File: config.mk
export PLATFORM = sky130hd
export DESIGN_NAME = ram_port_arbiter
export DESIGN_NICKNAME = d
export VERILOG_FILES = /design/src/rtl/ram_port_arbiter.sv
export SDC_FILE = /design/constraint.sdc
export NUM_CORES = 1
export LEC_CHECK = 0
export ABC_AREA = 1
export CORE_AREA = 3 3 84 86
export CTS_CLUSTER_SIZE = 28
export DETAILED_ROUTE_END_ITERATION = 10
export DIE_AREA = 0 0 87 89
export DONT_BUFFER_PORTS = 1
export GPL_TIMING_DRIVEN = 0
export HOLD_SLACK_MARGIN = 0.15
export PLACE_DENSITY_LB_ADDON = 0.15
export SLEW_MARGIN = 20
export SYNTH_ARGS = -nofsm -noshare
export SYNTH_HDL_FRONTEND = slang
export SYNTH_SLANG_ARGS = --single-unit
File: constraint.sdc
create_clock -name clk -period 3.22 [get_ports clk]
set_clock_uncertainty 0.15 [all_clocks]
set_input_delay 0 -clock clk [delete_from_list [all_inputs] [get_ports clk]]
set_output_delay 0 -clock clk [all_outputs]
set_load 0.05 [all_outputs]
File: src/rtl/ram_port_arbiter.sv
// Round-robin arbiter sharing one single-port RAM between NUM_REQ requesters.
// The grant is combinational from req_valid and a rotating priority pointer.
// The response (one-hot completion plus read data) is registered, one cycle after the transfer.
module ram_port_arbiter #(
    parameter int unsigned NUM_REQ    = 2,
    parameter int unsigned ADDR_WIDTH = 16,
    parameter int unsigned DATA_WIDTH = 32
) (
    input  logic                             clk,
    input  logic                             rst,
    input  logic [NUM_REQ-1:0]               req_valid,
    output logic [NUM_REQ-1:0]               req_ready,
    input  logic [NUM_REQ-1:0]               req_we,
    input  logic [NUM_REQ*ADDR_WIDTH-1:0]    req_addr,
    input  logic [NUM_REQ*DATA_WIDTH-1:0]    req_wdata,
    output logic [NUM_REQ-1:0]               rsp_valid,
    output logic [DATA_WIDTH-1:0]            rsp_rdata,
    output logic                             ram_we,
    output logic [ADDR_WIDTH-1:0]            ram_addr,
    output logic [DATA_WIDTH-1:0]            ram_din,
    input  logic [DATA_WIDTH-1:0]            ram_dout
);

    localparam int unsigned PtrW = (NUM_REQ > 1) ? $clog2(NUM_REQ) : 1;

    logic [PtrW-1:0]       ptr_q, ptr_d;
    logic [PtrW-1:0]       gnt_idx;
    logic [PtrW-1:0]       cand;
    logic                  gnt_any;
    logic [NUM_REQ-1:0]    gnt;
    int unsigned           scan;
    logic [NUM_REQ-1:0]    rsp_valid_q, rsp_valid_d;
    logic [DATA_WIDTH-1:0] rsp_rdata_q, rsp_rdata_d;

    // Pick the first valid requester scanning from ptr with wrap; nothing wins during reset.
    always_comb begin
        gnt_any = 1'b0;
        gnt_idx = '0;
        gnt     = '0;
        scan    = 0;
        cand    = '0;
        for (int unsigned off = 0; off < NUM_REQ; off++) begin
            scan = 32'(ptr_q) + off;
            // One subtraction suffices: ptr_q < NUM_REQ and off < NUM_REQ.
            if (scan >= NUM_REQ) begin
                scan = scan - NUM_REQ;
            end
            cand = PtrW'(scan);
            if (!gnt_any && !rst && req_valid[cand]) begin
                gnt_any = 1'b1;
                gnt_idx = cand;
            end
        end
        if (gnt_any) begin
            gnt[gnt_idx] = 1'b1;
        end
    end

    assign req_ready = gnt;

    // Steer the winner onto the RAM port; drive zeros when idle.
    always_comb begin
        ram_we   = 1'b0;
        ram_addr = '0;
        ram_din  = '0;
        if (gnt_any) begin
            ram_we   = req_we[gnt_idx];
            ram_addr = req_addr[32'(gnt_idx) * ADDR_WIDTH +: ADDR_WIDTH];
            ram_din  = req_wdata[32'(gnt_idx) * DATA_WIDTH +: DATA_WIDTH];
        end
    end

    // Next pointer and response contents; explicit wrap keeps ptr in range for any NUM_REQ.
    always_comb begin
        ptr_d       = ptr_q;
        rsp_valid_d = gnt;
        rsp_rdata_d = rsp_rdata_q;
        if (gnt_any) begin
            ptr_d       = (32'(gnt_idx) + 1 == NUM_REQ) ? '0 : gnt_idx + 1'b1;
            rsp_rdata_d = req_we[gnt_idx] ? '0 : ram_dout;
        end
    end

    // State registers with synchronous reset.
    always_ff @(posedge clk) begin
        if (rst) begin
            ptr_q       <= '0;
            rsp_valid_q <= '0;
            rsp_rdata_q <= '0;
        end else begin
            ptr_q       <= ptr_d;
            rsp_valid_q <= rsp_valid_d;
            rsp_rdata_q <= rsp_rdata_d;
        end
    end

    // Mask responses while rst is high, so a response falling due in the reset cycle is dropped.
    assign rsp_valid = rst ? '0 : rsp_valid_q;
    assign rsp_rdata = rst ? '0 : rsp_rdata_q;

endmodule

==> results of run 1 <==
==> synth_stat cells (all sizes together) <==
cell | n | area [sq um]
nand2 | 164 | 621
nand3 | 81 | 405
inv | 71 | 267
nor2 | 70 | 265
dfxtp | 35 | 701
buf | 28 | 175
clkbuf | 3 | 11.3
a21oi | 2 | 10.0
o21bai | 1 | 18.8
==> kinds of logic after synthesis <==
kind of cell           Yosys count  share of synthesized area
and+or+nand+nor                315                      0.522
buffers and inverters          102                      0.183
DFF                             35                      0.283
AOI/OAI and AO/OA                3                     0.0116
==> stage by stage <==
stage / hold slack, ns / cell area, sq um / instances
detailed placement: 0.0303 / 2570 / 532
global placement: 0.0253 / 2570 / 532
floorplan: 0.0155 / 2470 / 455
==> impl_metrics.yaml, run 1 <==
placed_design:
  port_buffers: 0
  post-place-ws_ns: 1.34
  gp_congestion: 0.796
  place_hpwl_um: 6970
clocking:
  hold_buffers: 110
  clock-sinks: 35
  cts_resized: 0
  cts_setup_buffers: 0
  cts.path.max_buffers: 2
  htreeDepth: 2
  cts_root_buffer: "clkbuf_8"
  numCtsBuffers: 5
status:
  stop_stage: "clock tree synthesis (4_1_cts)"
  stop_error: "[ERROR RSZ-0060] Max buffer count reached."
  status: "did not finish"
yosys:
  ys_warn_count: 0
  syn_area_sq_um: 2470
  synth_cell_types: 14
  syn_avg_cell_area_sq_um: 5.44
  synthesis.nets: 589
  synth_cells: 455
  yosys_register_bits: 35
  yosysSeqAreaShare: 0.283
die:
  die_w_um: 87
  die_h_um: 89
  rows: 29
  io_pins: 219
  initial_core_util: 0.390
==> run 2, diff against run 1 <==
- CORE_AREA: 3 3 84 86 -> unset
- CORE_MARGIN: unset -> 3
- CORE_UTILIZATION: unset -> 40
- CTS_CLUSTER_SIZE: 28 -> unset
- DIE_AREA: 0 0 87 89 -> unset
- HOLD_SLACK_MARGIN: 0.15 -> unset
==> impl_metrics.yaml, run 2 <==
global_routing:
  grt_pass1_wl_um: 13100
  grt_pass1_vias: 2535
  grt_max_degree: 11
  antenna_found_initial: 0
  grt_use_total: 0.233
  grt-ovfl-total: 0
worst_setup_path:
  cp_slowest_cell: "dlygate4sd3_1"
  worstPathRequired_ns: 3.24
  cp_slowest_stage_delay_ns: 0.64
  crit_chain: "dlygate4sd3_1 -> o21bai_4 -> nor2_1 -> dlygate4sd3_1 -> nand3_1 -> dlygate4sd3_1 -> nand2_1 -> dlygate4sd3_1"
  crit_type: "input port to flop"
  start_kind: "input port"
  worstPathMaxFanout: 9
  end_kind: "flop"
  crit_arrival_ns: 2.82
  cp_common_cell: "dlygate4sd3_1"
final_layout:
  reg_top3: "rsp_rdata_q (32), rsp_valid_q (2), ptr_q (1)"
  fillCellCount: 606
  fin_util: 0.542
  final_common_cell: "nand2_1"
  regMostFlops: "rsp_rdata_q"
  largest_register_ffs: 32
  drive_gt1_frac: 0.0809
  layout_common_cells: "162 x nand2_1, 81 x nand3_1, 69 x nor2_1, 68 x inv_1, 57 x dlygate4sd3_1"
  areaGrowthSynthToFinish_pct: 30.4
  stdcell_count: 594
  nets: 653
  n_antenna_cell: 0
  finish.instance_area_sq_um: 3230
clocking:
  clock-sinks: 35
  numCtsBuffers: 5
  clk_latency_ns: 0.28
  cts_root_buffer: "clkbuf_8"
  clk_pin_slew_ns: 0.07
  htreeDepth: 2
  cts_tree: "built"
  cts.path.max_buffers: 2
yosys:
  synth-edff-count: 0
  ys_warn_count: 0
  synth.largest_area_cell: "dfxtp_1"
  synthFlopType: "dfxtp_1"
  synthesis.nets: 589
  synth_area_leaders: "dfxtp_1 28%, nand2_1 25%, nand3_1 16%, nor2_1 10%, inv_1 10%"
  syn_area_sq_um: 2470
  synthDominantCellAreaShare: 0.283
  postSynth.asyncResetShare: 0
  synth_cells: 455
  syn_avg_cell_area_sq_um: 5.44
  yosysSeqAreaShare: 0.283
  yosys_register_bits: 35
  synth_cell_types: 14
  synth_common_cells: "162 x nand2_1, 81 x nand3_1, 69 x nor2_1, 68 x inv_1, 35 x dfxtp_1"
  synth_most_common_cell: "nand2_1"
sta:
  setup_slack_ns: 0.421
  rsz0062_at_grt: "no"
  fin_crit_ns: 2.80
  fin_tns_setup_ns: 0
  hold_viol: 0
  timing.fmax_ghz: 0.357
  setup_viol: 0
  worstMarginPinSlew_ns: 1.04
  slew_headroom: 0.306
  slew_violations: 0
  fin_crit_sh: 0.869
  holdWs_ns: 0.0165
placed_design:
  place_area_sq_um: 2570
  post-place-ws_ns: 1.34
  gp_congestion: 0.845
  port_buffers: 0
  place_hpwl_um: 6790
  placedCellCount: 530
die:
  initial_core_util: 0.415
  die_h_um: 84.6
  io_pins: 219
  die-area_sq_um: 7160
  rows: 28
  die_w_um: 84.6
  core_sq_um: 5960
status:
  status: "finished, final reports clean"
pwr:
  p_leak_nw: 1.79
  pwr-share-comb: 0.385
  p_int_mw: 0.736
  p_sw_frac: 0.421
  power_mw: 1.27
  ir_worst_vdd_mv: 0.230
  p_per_area_nw_per_um2: 394
  clkPwrFrac: 0.252
  switching_power_mw: 0.535
  seq_power_share: 0.364
drt:
  drt.antenna.violating_nets: 0
  route.detailed.drc: 0
  via_per_inst: 4.90
  firstDrtPassIters: 4
  via_count: 2912
  dr.first_iter.drc_count: 213
  wl_per_cell_um: 15.2
  routed_wl_um: 9010
run:
  drv_cap: 0
worst_hold_path:
  min_path_type: "input port to flop"
-- run 2: kinds of logic after synthesis --
logic type	Yosys count	share of synthesized area
buffers and inverters	102	0.183
AO/OA/AOI/OAI	3	0.0116
AND/OR/NAND/NOR	315	0.522
flip-flops	35	0.283
-- run 2: final timing paths --
kind / startpoint / endpoint / slack [ns] / cells past startpoint
setup / recovery: req_valid[1] / rsp_rdata_q[12] / 0.42 / 8
hold reg to reg: rsp_rdata_q[28] / rsp_rdata_q[28] / 0.60 / 4
setup reg to reg: ptr_q / rsp_rdata_q[12] / 0.94 / 8
hold / removal: req_we[0] / rsp_rdata_q[2] / 0.02 / 4
-- run 2: worst max-delay path, delay by kind of cell --
kind            cells  cell delay (ns)
compound gates      1             0.30
buf+inv             4             2.31
simple gates        3             0.21
-- run 2: per-layer routing --
metal / GRT usage / vias to the layer above / share of wire
met5: 0 / - / 0
met4: 0.0561 / 0 / 0.012
met3: 0.0491 / 8 / 0.066
met2: 0.384 / 130 / 0.49
met1: 0.310 / 1290 / 0.43
li1: - / 1484 / -
-- run 2: final cells by class --
cell class	count	area (sq um)	share of cell area
tap	75	93.8	0.0291
timing repair buffer	57	571	0.177
clock buffer	6	82.6	0.0256
inverter	71	267	0.0826
clock inverter	1	5.00	0.00155
multi-input combinational	318	1320	0.409
sequential	35	701	0.217
buffer	31	186	0.0578
-- run 2: power by group through the flow --
stage	Sequential (mW)	Combinational [mW]	Clock, mW
2_1_floorplan	0.471	0.386	0
3_3_place_gp	0.472	0.431	0
3_5_place_dp	0.472	0.433	0
4_1_cts	0.462	0.488	0.328
5_1_grt	0.464	0.522	0.349
6_report	0.462	0.489	0.320
-- run 2: what timing repair did --
item,CTS,global route
hold buffers,57,0
resized for setup,0,0
hold endpoints to repair,33,0
setup buffers,0,0
(Power assumes the default switching activity.)
==> run 3, diff against run 2 <==
- GPL_TIMING_DRIVEN: 0 -> unset
==> impl_metrics.yaml, run 3 (same netlist as run 2, synthesis figures left out) <==
status:
  status: "finished, final reports clean"
die:
  initial_core_util: 0.415
  die_h_um: 84.6
  rows: 28
  die_w_um: 84.6
  core_sq_um: 5960
  die-area_sq_um: 7160
  io_pins: 219
final_layout:
  layout_common_cells: "162 x nand2_1, 81 x nand3_1, 68 x inv_1, 68 x nor2_1, 40 x dlygate4sd3_1"
  regMostFlops: "rsp_rdata_q"
  areaGrowthSynthToFinish_pct: 26.5
  reg_top3: "rsp_rdata_q (32), rsp_valid_q (2), ptr_q (1)"
  drive_gt1_frac: 0.0915
  fillCellCount: 622
  n_antenna_cell: 0
  nets: 636
  finish.instance_area_sq_um: 3130
  final_common_cell: "nand2_1"
  largest_register_ffs: 32
clocking:
  htreeDepth: 2
  cts_tree: "built"
  cts_setup_buffers: 0
  cts.path.max_buffers: 2
  clk_latency_ns: 0.28
  numCtsBuffers: 5
  clk_pin_slew_ns: 0.07
  cts_root_buffer: "clkbuf_8"
  clock-sinks: 35
drt:
  drt.antenna.violating_nets: 0
  routed_wl_um: 8830
  route.detailed.drc: 0
  wl_per_cell_um: 15.3
  dr.first_iter.drc_count: 183
  via_count: 2848
  firstDrtPassIters: 5
  via_per_inst: 4.93
pwr:
  seq_power_share: 0.361
  switching_power_mw: 0.528
  pwr-share-comb: 0.366
  clkPwrFrac: 0.273
  ir_worst_vdd_mv: 0.210
  p_per_area_nw_per_um2: 409
  p_int_mw: 0.753
  p_sw_frac: 0.412
  p_leak_nw: 1.76
global_routing:
  grt_max_degree: 52
  antenna_found_initial: 0
  grt_use_total: 0.225
  grt_pass1_vias: 2440
  grt-ovfl-total: 0
  grt_pass1_wl_um: 12700
worst_setup_path:
  worstPathRequired_ns: 3.07
  crit_arrival_ns: 2.54
  end_kind: "output pin"
  crit_type: "flop to output pin"
  start_kind: "flop"
  worstPathMaxFanout: 51
  r2r_setup_slack_ns: 0.79
sta:
  slew_headroom: 0.347
  timing.fmax_ghz: 0.372
  worstMarginPinSlew_ns: 0.980
  fin_tns_setup_ns: 0
  setup_slack_ns: 0.530
  setup_viol: 0
  hold_viol: 0
  rsz0062_at_grt: "no"
  fin_crit_ns: 2.69
  fin_crit_sh: 0.836
  slew_violations: 0
placed_design:
  place_hpwl_um: 6180
  post-place-ws_ns: 0.831
  port_buffers: 0
  place_area_sq_um: 2610
  gp_congestion: 0.821
run:
  drv_cap: 0
worst_hold_path:
  min_path_type: "input port to flop"
-- run 3: final cells by class --
type	count	area, sq um	area share
inverters	71	267	0.0852
clock buffers	8	100	0.0320
repair buffers	71	646	0.206
flip-flops and latches	35	701	0.224
multi-input cells	318	1320	0.423
well taps	75	93.8	0.0300
-- run 3: power groups by stage --
stage	Clock, mW	Sequential [mW]	Combinational, mW
after floorplan	0	0.471	0.386
after global placement	0	0.471	0.418
after detailed placement	0	0.472	0.421
after CTS	0.366	0.462	0.469
after global routing	0.387	0.464	0.499
final	0.350	0.462	0.468
-- run 3: final timing paths --
kind	startpoint	to	cells past startpoint
setup / recovery	ptr_q	ram_din[18]	6
hold / removal	req_valid[1]	rsp_rdata_q[25]	4
setup reg to reg	ptr_q	rsp_rdata_q[10]	7
hold reg to reg	rsp_rdata_q[22]	rsp_rdata_q[22]	5
-- run 3: what timing repair did --
action	in CTS	in global routing
hold endpoints to repair	33	0
resized for setup	0	0
hold buffers	41	0
-- run 3: per-layer routing --
| metal | vias to the layer above | global-route usage | share of wire | wire length [um] |
|---|---|---|---|---|
| li1 | 1444 | - | - | - |
| met1 | 1241 | 0.294 | 0.43 | 3800 |
| met3 | 13 | 0.0589 | 0.084 | 740 |
| met2 | 150 | 0.360 | 0.47 | 4130 |
| met5 | - | 0 | 0 | 0 |
| met4 | 0 | 0.0719 | 0.018 | 161 |
-- run 3: worst max-delay path: stages (launching register included) --
cell and delay [ns]:
dfxtp_1 0.33, inv_1 0.05, nand2_1 0.10, nand2_2 0.27, inv_2 0.80, nand2_1 0.21
nand2_1 0.45
-- run 3: stage by stage --
| step | instances | power (mW) | utilization | hold slack [ns] |
|---|---|---|---|---|
| floorplan | 455 | 0.857 | - | 0.0155 |
| global placement | 529 | 0.889 | 0.438 | -0.0725 |
| detailed placement | 529 | 0.893 | 0.438 | -0.0703 |
| CTS | 578 | 1.30 | 0.525 | 0.000427 |
| global route | 578 | 1.35 | 0.525 | 0.0262 |
| finish | 578 | 1.28 | 0.525 | 0.0109 |
